===== config.mk =====
export PLATFORM = sky130hd
export DESIGN_NAME = centroid_div_sched
export DESIGN_NICKNAME = d
export VERILOG_FILES = /design/src/rtl/centroid_div_sched.sv
export SDC_FILE = /design/constraint.sdc
export NUM_CORES = 1
export LEC_CHECK = 0
export ABC_AREA = 1
export CAP_MARGIN = 5
export CORE_MARGIN = 4
export CORE_UTILIZATION = 51
export CTS_BUF_LIST = sky130_fd_sc_hd__clkbuf_8 sky130_fd_sc_hd__clkbuf_16
export DETAILED_ROUTE_END_ITERATION = 16
export PLACE_DENSITY_LB_ADDON = 0.15
export SYNTH_ARGS = -nofsm -noshare
export SYNTH_HDL_FRONTEND = slang
export SYNTH_SLANG_ARGS = --single-unit

===== constraint.sdc =====
create_clock -name clk_65mhz -period 1.9 [get_ports clk_65mhz]
set_clock_uncertainty 0.05 [all_clocks]
set_input_delay 0.19 -clock clk_65mhz [delete_from_list [all_inputs] [get_ports clk_65mhz]]
set_output_delay 0.19 -clock clk_65mhz [all_outputs]
set_load 0.05 [all_outputs]

===== src/rtl/centroid_div_sched.sv =====
// rtl/centroid_div_sched.sv - frame-synchronous scheduler for a shared centroid divider
//
// Captures per-frame pixel count and coordinate sums on frame_done, issues
// sum_x/size then sum_y/size to one shared divider, and publishes a saturated
// (x, y) centroid with a one-cycle valid strobe.
//
// Optional feature macro: CENTROID_SMOOTH_EN (publish the average of the old
// and new centroid; the first publish after reset or a lost frame loads the
// new centroid directly).
//
// Ports:
//   clk_65mhz, reset        clock, synchronous active-high reset
//   frame_done              one-cycle end-of-accumulation pulse
//   size_in/sum_x_in/sum_y_in  accumulated pixel count and coordinate sums
//   div_dividend/div_divisor/div_tvalid  request to the shared divider
//   div_dout_tvalid/div_quotient         result from the shared divider
//   x_mean/y_mean/mean_valid centroid outputs and update strobe
//   lost                     last frame was too small or the divider timed out
//   busy                     scheduler is not idle
//   drop_count               saturating count of frame_done pulses ignored while busy
module centroid_div_sched #(
  parameter int MIN_SIZE = 16,
  parameter int TIMEOUT  = 64
) (
  input  logic        clk_65mhz,
  input  logic        reset,
  input  logic        frame_done,
  input  logic [31:0] size_in,
  input  logic [31:0] sum_x_in,
  input  logic [31:0] sum_y_in,
  output logic [31:0] div_dividend,
  output logic [31:0] div_divisor,
  output logic        div_tvalid,
  input  logic        div_dout_tvalid,
  input  logic [31:0] div_quotient,
  output logic [10:0] x_mean,
  output logic [9:0]  y_mean,
  output logic        mean_valid,
  output logic        lost,
  output logic        busy,
  output logic [7:0]  drop_count
);

  localparam int CW = $clog2(TIMEOUT + 1);

  typedef enum logic [2:0] {
    IDLE, LATCH, REQ_X, WAIT_X, REQ_Y, WAIT_Y, PUBLISH
  } state_t;

  state_t state, state_next;

  logic [31:0]   size_r, sum_x_r, sum_y_r;
  logic [31:0]   x_q, y_q;
  logic [CW-1:0] tmo_cnt;
  logic          timed_out;
  logic          too_small;
  logic [10:0]   x_sat;
  logic [9:0]    y_sat;

  // tmo_cnt counts cycles elapsed since the request strobe, so the abort
  // lands TIMEOUT cycles after the request was issued.
  assign timed_out = (tmo_cnt >= CW'(TIMEOUT - 1));
  assign too_small = (size_r < 32'(MIN_SIZE));
  assign x_sat     = (x_q > 32'd2047) ? 11'h7FF : x_q[10:0];
  assign y_sat     = (y_q > 32'd1023) ? 10'h3FF : y_q[9:0];

`ifdef CENTROID_SMOOTH_EN
  logic        have_mean;
  logic [11:0] x_sum;
  logic [10:0] y_sum;
  assign x_sum = {1'b0, x_mean} + {1'b0, x_sat};
  assign y_sum = {1'b0, y_mean} + {1'b0, y_sat};
`endif

  always_ff @(posedge clk_65mhz) begin
    if (reset) state <= IDLE;
    else       state <= state_next;
  end

  always_comb begin
    state_next = state;
    div_tvalid = 1'b0;
    busy       = (state != IDLE);
    case (state)
      IDLE:    if (frame_done) state_next = LATCH;
      LATCH:   state_next = too_small ? IDLE : REQ_X;
      REQ_X: begin
        div_tvalid = 1'b1;
        state_next = WAIT_X;
      end
      WAIT_X: begin
        if (div_dout_tvalid) state_next = REQ_Y;
        else if (timed_out)  state_next = IDLE;
      end
      REQ_Y: begin
        div_tvalid = 1'b1;
        state_next = WAIT_Y;
      end
      WAIT_Y: begin
        if (div_dout_tvalid) state_next = PUBLISH;
        else if (timed_out)  state_next = IDLE;
      end
      PUBLISH: state_next = IDLE;
      default: state_next = IDLE;
    endcase
  end

  always_ff @(posedge clk_65mhz) begin
    if (reset) begin
      size_r       <= '0;
      sum_x_r      <= '0;
      sum_y_r      <= '0;
      x_q          <= '0;
      y_q          <= '0;
      tmo_cnt      <= '0;
      div_dividend <= '0;
      div_divisor  <= '0;
      x_mean       <= '0;
      y_mean       <= '0;
      mean_valid   <= 1'b0;
      lost         <= 1'b0;
      drop_count   <= '0;
`ifdef CENTROID_SMOOTH_EN
      have_mean    <= 1'b0;
`endif
    end else begin
      mean_valid <= 1'b0;
      if (state != IDLE && frame_done && drop_count != 8'hFF)
        drop_count <= drop_count + 8'd1;
      case (state)
        IDLE: begin
          if (frame_done) begin
            size_r  <= size_in;
            sum_x_r <= sum_x_in;
            sum_y_r <= sum_y_in;
          end
        end
        LATCH: begin
          if (too_small) begin
            lost <= 1'b1;
`ifdef CENTROID_SMOOTH_EN
            have_mean <= 1'b0;
`endif
          end else begin
            // operands are staged here so they are stable during the strobe
            div_dividend <= sum_x_r;
            div_divisor  <= size_r;
          end
        end
        REQ_X, REQ_Y: tmo_cnt <= CW'(1);
        WAIT_X, WAIT_Y: begin
          if (div_dout_tvalid) begin
            if (state == WAIT_X) begin
              x_q          <= div_quotient;
              div_dividend <= sum_y_r;
            end else begin
              y_q <= div_quotient;
            end
          end else if (timed_out) begin
            lost <= 1'b1;
`ifdef CENTROID_SMOOTH_EN
            have_mean <= 1'b0;
`endif
          end else begin
            tmo_cnt <= tmo_cnt + CW'(1);
          end
        end
        PUBLISH: begin
`ifdef CENTROID_SMOOTH_EN
          x_mean    <= have_mean ? x_sum[11:1] : x_sat;
          y_mean    <= have_mean ? y_sum[10:1] : y_sat;
          have_mean <= 1'b1;
`else
          x_mean <= x_sat;
          y_mean <= y_sat;
`endif
          lost       <= 1'b0;
          mean_valid <= 1'b1;
        end
        default: ;
      endcase
    end
  end

endmodule


==> results.yml <==
outcome:
  status: "finished, final reports clean"
cells_and_area:
  multi_input_area_sq_um: 4220
  final_common_cell: "dfxtp_1"
  seq_area_sq_um: 5305
  drive_gt1_frac: 0.05688
  num-fill-cells: 1752
  fin_nets: 1751
  area_growth_pct: 30.01
  diodes: 0
  layout_common_cells: "dfxtp_1 (265), a21oi_1 (206), nand2_1 (193)"
  instances_no_fill: 1905
power:
  ir_drop_mv: 1.117
  p_per_area_nw_per_um2: 1537
  p_leak_nw: 5.826
timing:
  slew_headroom: 0.3947
  setup_violations: 0
  fmax_mhz: 567.9
  finalCriticalPeriod_ps: 1761
  rsz0062_at_grt: "no"
  tightest_slew_ps: 908.0
  finalMaxSlewViolations: 0
  period_share: 0.9268
  hold_violations: 0
  setup-tns-final_ps: 0
global_routing:
  antenna_found_initial: 0
  use_met3: 0.04345
  use_met2: 0.3846
  grt_overflow: 0
  grt_pass1_wl_mm: 45.84
  first_global_vias: 9501
  grt_max_degree: 82
  busiest_layer: "met2"
  grt_use_met1: 0.2990
  grt_usage: 0.2274
critical_path:
  start_kind: "register"
  crit_path_max_fanout: 28
  cp-end-kind: "register"
  cp.required_ps: 2260
  critPathKind: "reg -> reg"
  cp.arrival_ps: 2120
logic_synthesis:
  ys_seq_area_frac: 0.4978
  synth_nets: 1567
  yosys_warnings: 0
  ys_ff_latch: 265
  synth_cells: 1433
  synth_area_sq_um: 10660
  avgSynthCellArea_sq_um: 7.437
  synth_cell_types: 29
clock_network:
  h-tree-depth: 1
  holdBufCountCts: 0
  cts_root_buf: "clkbuf_16"
  cts_num_sinks: 265
  cts.path.max_buffers: 3
  cts.repair.resized: 94
  cts_made_buffers: 28
  path_clk_slew_ps: 60
  clk_latency_ps: 530
  post_cts_buffers: 0
  cts_tree: "built"
drt:
  num_vias: 9908
  first_iter_violations: 542
  wl_mm: 27.58
  routedWlPerCell_um: 14.48
  antenna_left: 0
  drc: 0
  viasPerCell: 5.201
  drt_first_pass_iters: 6
placed_design:
  gp_congestion: 0.8158
  hpwl_mm: 18.49
  dp_cells: 1857
  numPortBuffers: 228
die:
  io_pins: 229
  start_util: 0.5233
  core_area_sq_um: 20360
  rows: 52
  die_w_um: 152.6
  fp.dieH_um: 152.6
  die_area_sq_um: 23270
min_path:
  hp-class: "in -> reg"
job:
  drv_cap: 0
==> power by group <==
part / internal, mW / switching, mW / leakage [nW]
Combinational: 2.65 / 5.98 / 3.19
Sequential: 6.85 / 0.668 / 2.16
Clock: 3.05 / 2.10 / 0.471
==> registers in the layout, indices dropped and copies added (netlist names) <==
| register | cells |
|---|---|
| sum_x_r | 32 |
| x_q | 32 |
| state | 3 |
| lost | 1 |
| tmo_cnt | 7 |
| x_mean | 11 |
| div_dividend | 32 |
| sum_y_r | 32 |
| div_divisor | 32 |
| size_r | 32 |
| drop_count | 8 |
| y_mean | 10 |
| mean_valid | 1 |
| y_q | 32 |
==> kinds of logic after synthesis <==
kind of cell	Yosys count	synth area share
buffers and inverters	258	0.1087
adders and majority gates	2	0.002348
and+or+nand+nor	511	0.2018
xor gates and xnor gates	7	0.005753
DFF	265	0.4978
AOI/OAI and AO/OA	390	0.1836
==> synthesized netlist by cell type <==
| cell | count | area, sq um |
|---|---|---|
| nand2_2 | 5 | 31.28 |
| nor3_1 | 10 | 50.05 |
| o21ai_1 | 21 | 105.1 |
| nor2_1 | 168 | 630.6 |
| buf_4 | 8 | 60.06 |
| nand3_1 | 115 | 575.6 |
| inv_2 | 7 | 26.28 |
| a21oi_1 | 206 | 1031 |
| nor4_1 | 3 | 18.77 |
| clkbuf_1 | 42 | 157.7 |
| inv_1 | 147 | 551.8 |
| nor3b_1 | 1 | 7.510 |
| nand2_1 | 194 | 728.2 |
| xor2_1 | 5 | 43.79 |
| ha_1 | 2 | 25.02 |
| dfxtp_1 | 265 | 5305 |
| buf_2 | 36 | 180.2 |
| buf_1 | 2 | 7.510 |
| nand3_2 | 1 | 10.01 |
| buf_6 | 15 | 168.9 |
| inv_4 | 1 | 6.260 |
| nand2_4 | 2 | 22.52 |
| o21ai_0 | 161 | 805.8 |
| nand4_1 | 10 | 62.56 |
| xnor2_1 | 2 | 17.52 |
| or2_2 | 1 | 6.260 |
| nand3b_1 | 1 | 7.510 |
| o2111ai_1 | 1 | 8.760 |
| a31oi_1 | 1 | 6.260 |
==> path summary, 6_finish.rpt <==
| check | from | to | slack [ps] | depth (start not counted) |
|---|---|---|---|---|
| min | frame_done | sum_y_r[10] | 40 | 4 |
| min reg2reg | sum_x_r[15] | sum_x_r[15] | 390 | 2 |
| max reg2reg | state[1] | div_dividend[14] | 140 | 6 |
| max | state[1] | div_dividend[14] | 140 | 6 |
==> metal layers <==
| metal | up-vias | part of all wire |
|---|---|---|
| met5 | - | 0 |
| met4 | 0 | 0.021 |
| met3 | 45 | 0.067 |
| met2 | 287 | 0.47 |
| met1 | 4555 | 0.44 |
| li1 | 5021 | - |
==> critical path, stage by stage (launching register included) <==
cell and delay, ps:
dfxtp_1 450, nand3_2 190, inv_2 260, nand2_8 190, buf_12 220, a21oi_1 200, nor2_1 90
==> final cells by class <==
class / count / area share
sequential: 265 / 0.3829
multi-input combinational: 910 / 0.3046
timing repair buffer: 257 / 0.1824
clock buffer: 34 / 0.05734
inverter: 155 / 0.04235
tap: 270 / 0.02438
clock inverter: 14 / 0.006050
==> stage by stage <==
step	hold WS (ps)	setup WS [ps]	power (mW)	instance area, sq um	utilization
floorplan	304.4	109.4	13.83	10660	-
global placement	382.5	165.7	16.52	13090	0.6426
detailed placement	384.8	89.51	16.70	13090	0.6426
CTS	17.92	95.48	21.47	13850	0.6800
global route	77.09	19.10	22.62	13860	0.6804
finish	38.52	139.2	21.30	13860	0.6804
Note: power is estimated with default switching activity, not from simulation.
==> edit, RTL diff (same flow settings) <==
`TIMEOUT`: 64 -> 128.
--- a/src/rtl/centroid_div_sched.sv
+++ b/src/rtl/centroid_div_sched.sv
@@ -22,3 +22,3 @@
   parameter int MIN_SIZE = 16,
-  parameter int TIMEOUT  = 64
+  parameter int TIMEOUT  = 128
 ) (
Behaviour: same outputs for any inputs over 4 cycles, from zero or initial values and one cycle with reset high; that may be too few to reach the edited logic, so the function may still have changed.
==> edit against the unedited design <==
Setup slack worse by 0.057 ns. Count of clock-buffer cells in the layout increased by 3. Non-clock buffer count rose by 5. Sequential share of layout area fell by 0.60 points. Area after synthesis up 0.16%. Final area grew 2.1%. Sequential cell count up 1. Fmax decreased by 3.1%. Final cell count rose by 1.2%. Total power down 2.4%. Synthesized cell count rose by 1.0%. Wire length grew 0.23%. Hold slack better by 0.019 ns.
==> edit: results (changes against the unedited design) <==
Routing
  • Via Count: 9887 (-0.21%)
  • Initial drt markers: 563 (+3.9%)
  • Vias per cell: 5.13 (-1.4%)
  • Met2 wire len: 13100 microns (about the same)

Worst setup path
  • CP max stage delay: 0.39 ns (-0.06 ns)
  • Critical path's slowest cell: dfxtp_2
  • Worst Path Arrival: 1.58 ns (-0.54 ns)

Placement
  • Cell total after placement: 1872 (+0.81%)
  • Dpl hpwl: 18200 microns (-1.7%)

Synth
  • Ranking of synthesized cells by area: dfxtp_1 50%, a21oi_1 9.6%, nand2_1 7.8%
  • Post-Syn Nets: 1582 (+0.96%)
  • Netlist cell types: 31 (+6.9%)
  • Commonest cells post-synth: 266 x dfxtp_1, 221 x nand2_1, 204 x a21oi_1
  • Mapped Avg Cell Area: 7.37 sq um (-0.87%)

Pwr
  • Static Leak: 5.95 nW (+2.2%)
  • Worst IR Drop VDD: 0.00108 V (-3.1%)
  • Seq pwr share: 0.351 (-0.002)
  • Comb group: 7.84 mW (-9.2%)
  • Sw Ratio: 0.391 (-0.0194)

Run status
  • Status: complete, no violations

Timing
  • Slew headroom: 0.621 (+0.227)

Worst hold path
  • HP Class: input port to register

GRT
  • Largest net degree at the start of global routing: 96 (+17%)
  • Met1 Usage GRT: 0.306 (+0.00735)
  • Vias in the first global route: 9080 (-4.4%)
  • Met3 Usage GRT: 0.0389 (-0.00454)
  • First-pass GRT wire length: 44400 microns (-3.0%)
  • Total GRT Usage: 0.222 (-0.00566)
  • Met2 Use GR: 0.366 (-0.0183)

Final layout
  • Layout cells sized above 1: 0.0645 (+0.00765)
[edit: cell types whose count changed after synthesis, sizes merged, moves of 2 or more]
cell / unedited run / this run
nand3: 116 / 127
nor2: 168 / 179
o21ai: 182 / 172
nand2: 201 / 225
nor3: 10 / 6
clkbuf: 42 / 56
a21boi: 0 / 2
inv: 155 / 138
buf: 61 / 48
[edit: through the flow]
| step | setup WS, ns | util | total power, mW | area [sq um] |
|---|---|---|---|---|
| finish | 0.0823 | 0.692 | 20.8 | 14100 |
| floorplan | 0.0865 | - | 12.8 | 10700 |
| global route | 0.00550 | 0.692 | 21.9 | 14100 |
| global placement | 0.0824 | 0.644 | 15.3 | 13200 |
| detailed placement | -0.0483 | 0.644 | 15.4 | 13200 |
| CTS | 0.000545 | 0.689 | 20.8 | 14100 |
[edit: cell families after synthesis]
kind of cell	after synthesis	synth area share
DFF	266	0.499
adders and majority gates	2	0.00234
AOI/OAI and AO/OA	381	0.182
and+or+nand+nor	550	0.216
xor gates and xnor gates	7	0.00574
buffers and inverters	242	0.0956
[edit: path summary, 6_finish.rpt]
| path | from | end | slack [ns] | cells past startpoint |
|---|---|---|---|---|
| setup / recovery | state[1] | busy | 0.08 | 6 |
| hold / removal | reset | div_dividend[31] | 0.06 | 4 |
| setup reg to reg | size_r[12] | div_divisor[7] | 0.17 | 8 |
| hold reg to reg | sum_x_r[8] | sum_x_r[8] | 0.39 | 2 |
[edit: repair_timing]
item,4_1_cts,5_1_grt
hold buffers,1,0
gates cloned,0,1
gates resized for setup,100,9
setup buffers,1,1
endpoints found under the hold margin,3,0
pin swaps,1,1
setup endpoints to repair,99,44
[edit: final cells by class]
type	instances	share of cell area
sequential	266	0.377
multi-input combinational	940	0.308
timing repair buffer	262	0.184
clock buffer	37	0.0591
inverter	138	0.0370
tap	270	0.0239
clock inverter	15	0.0108
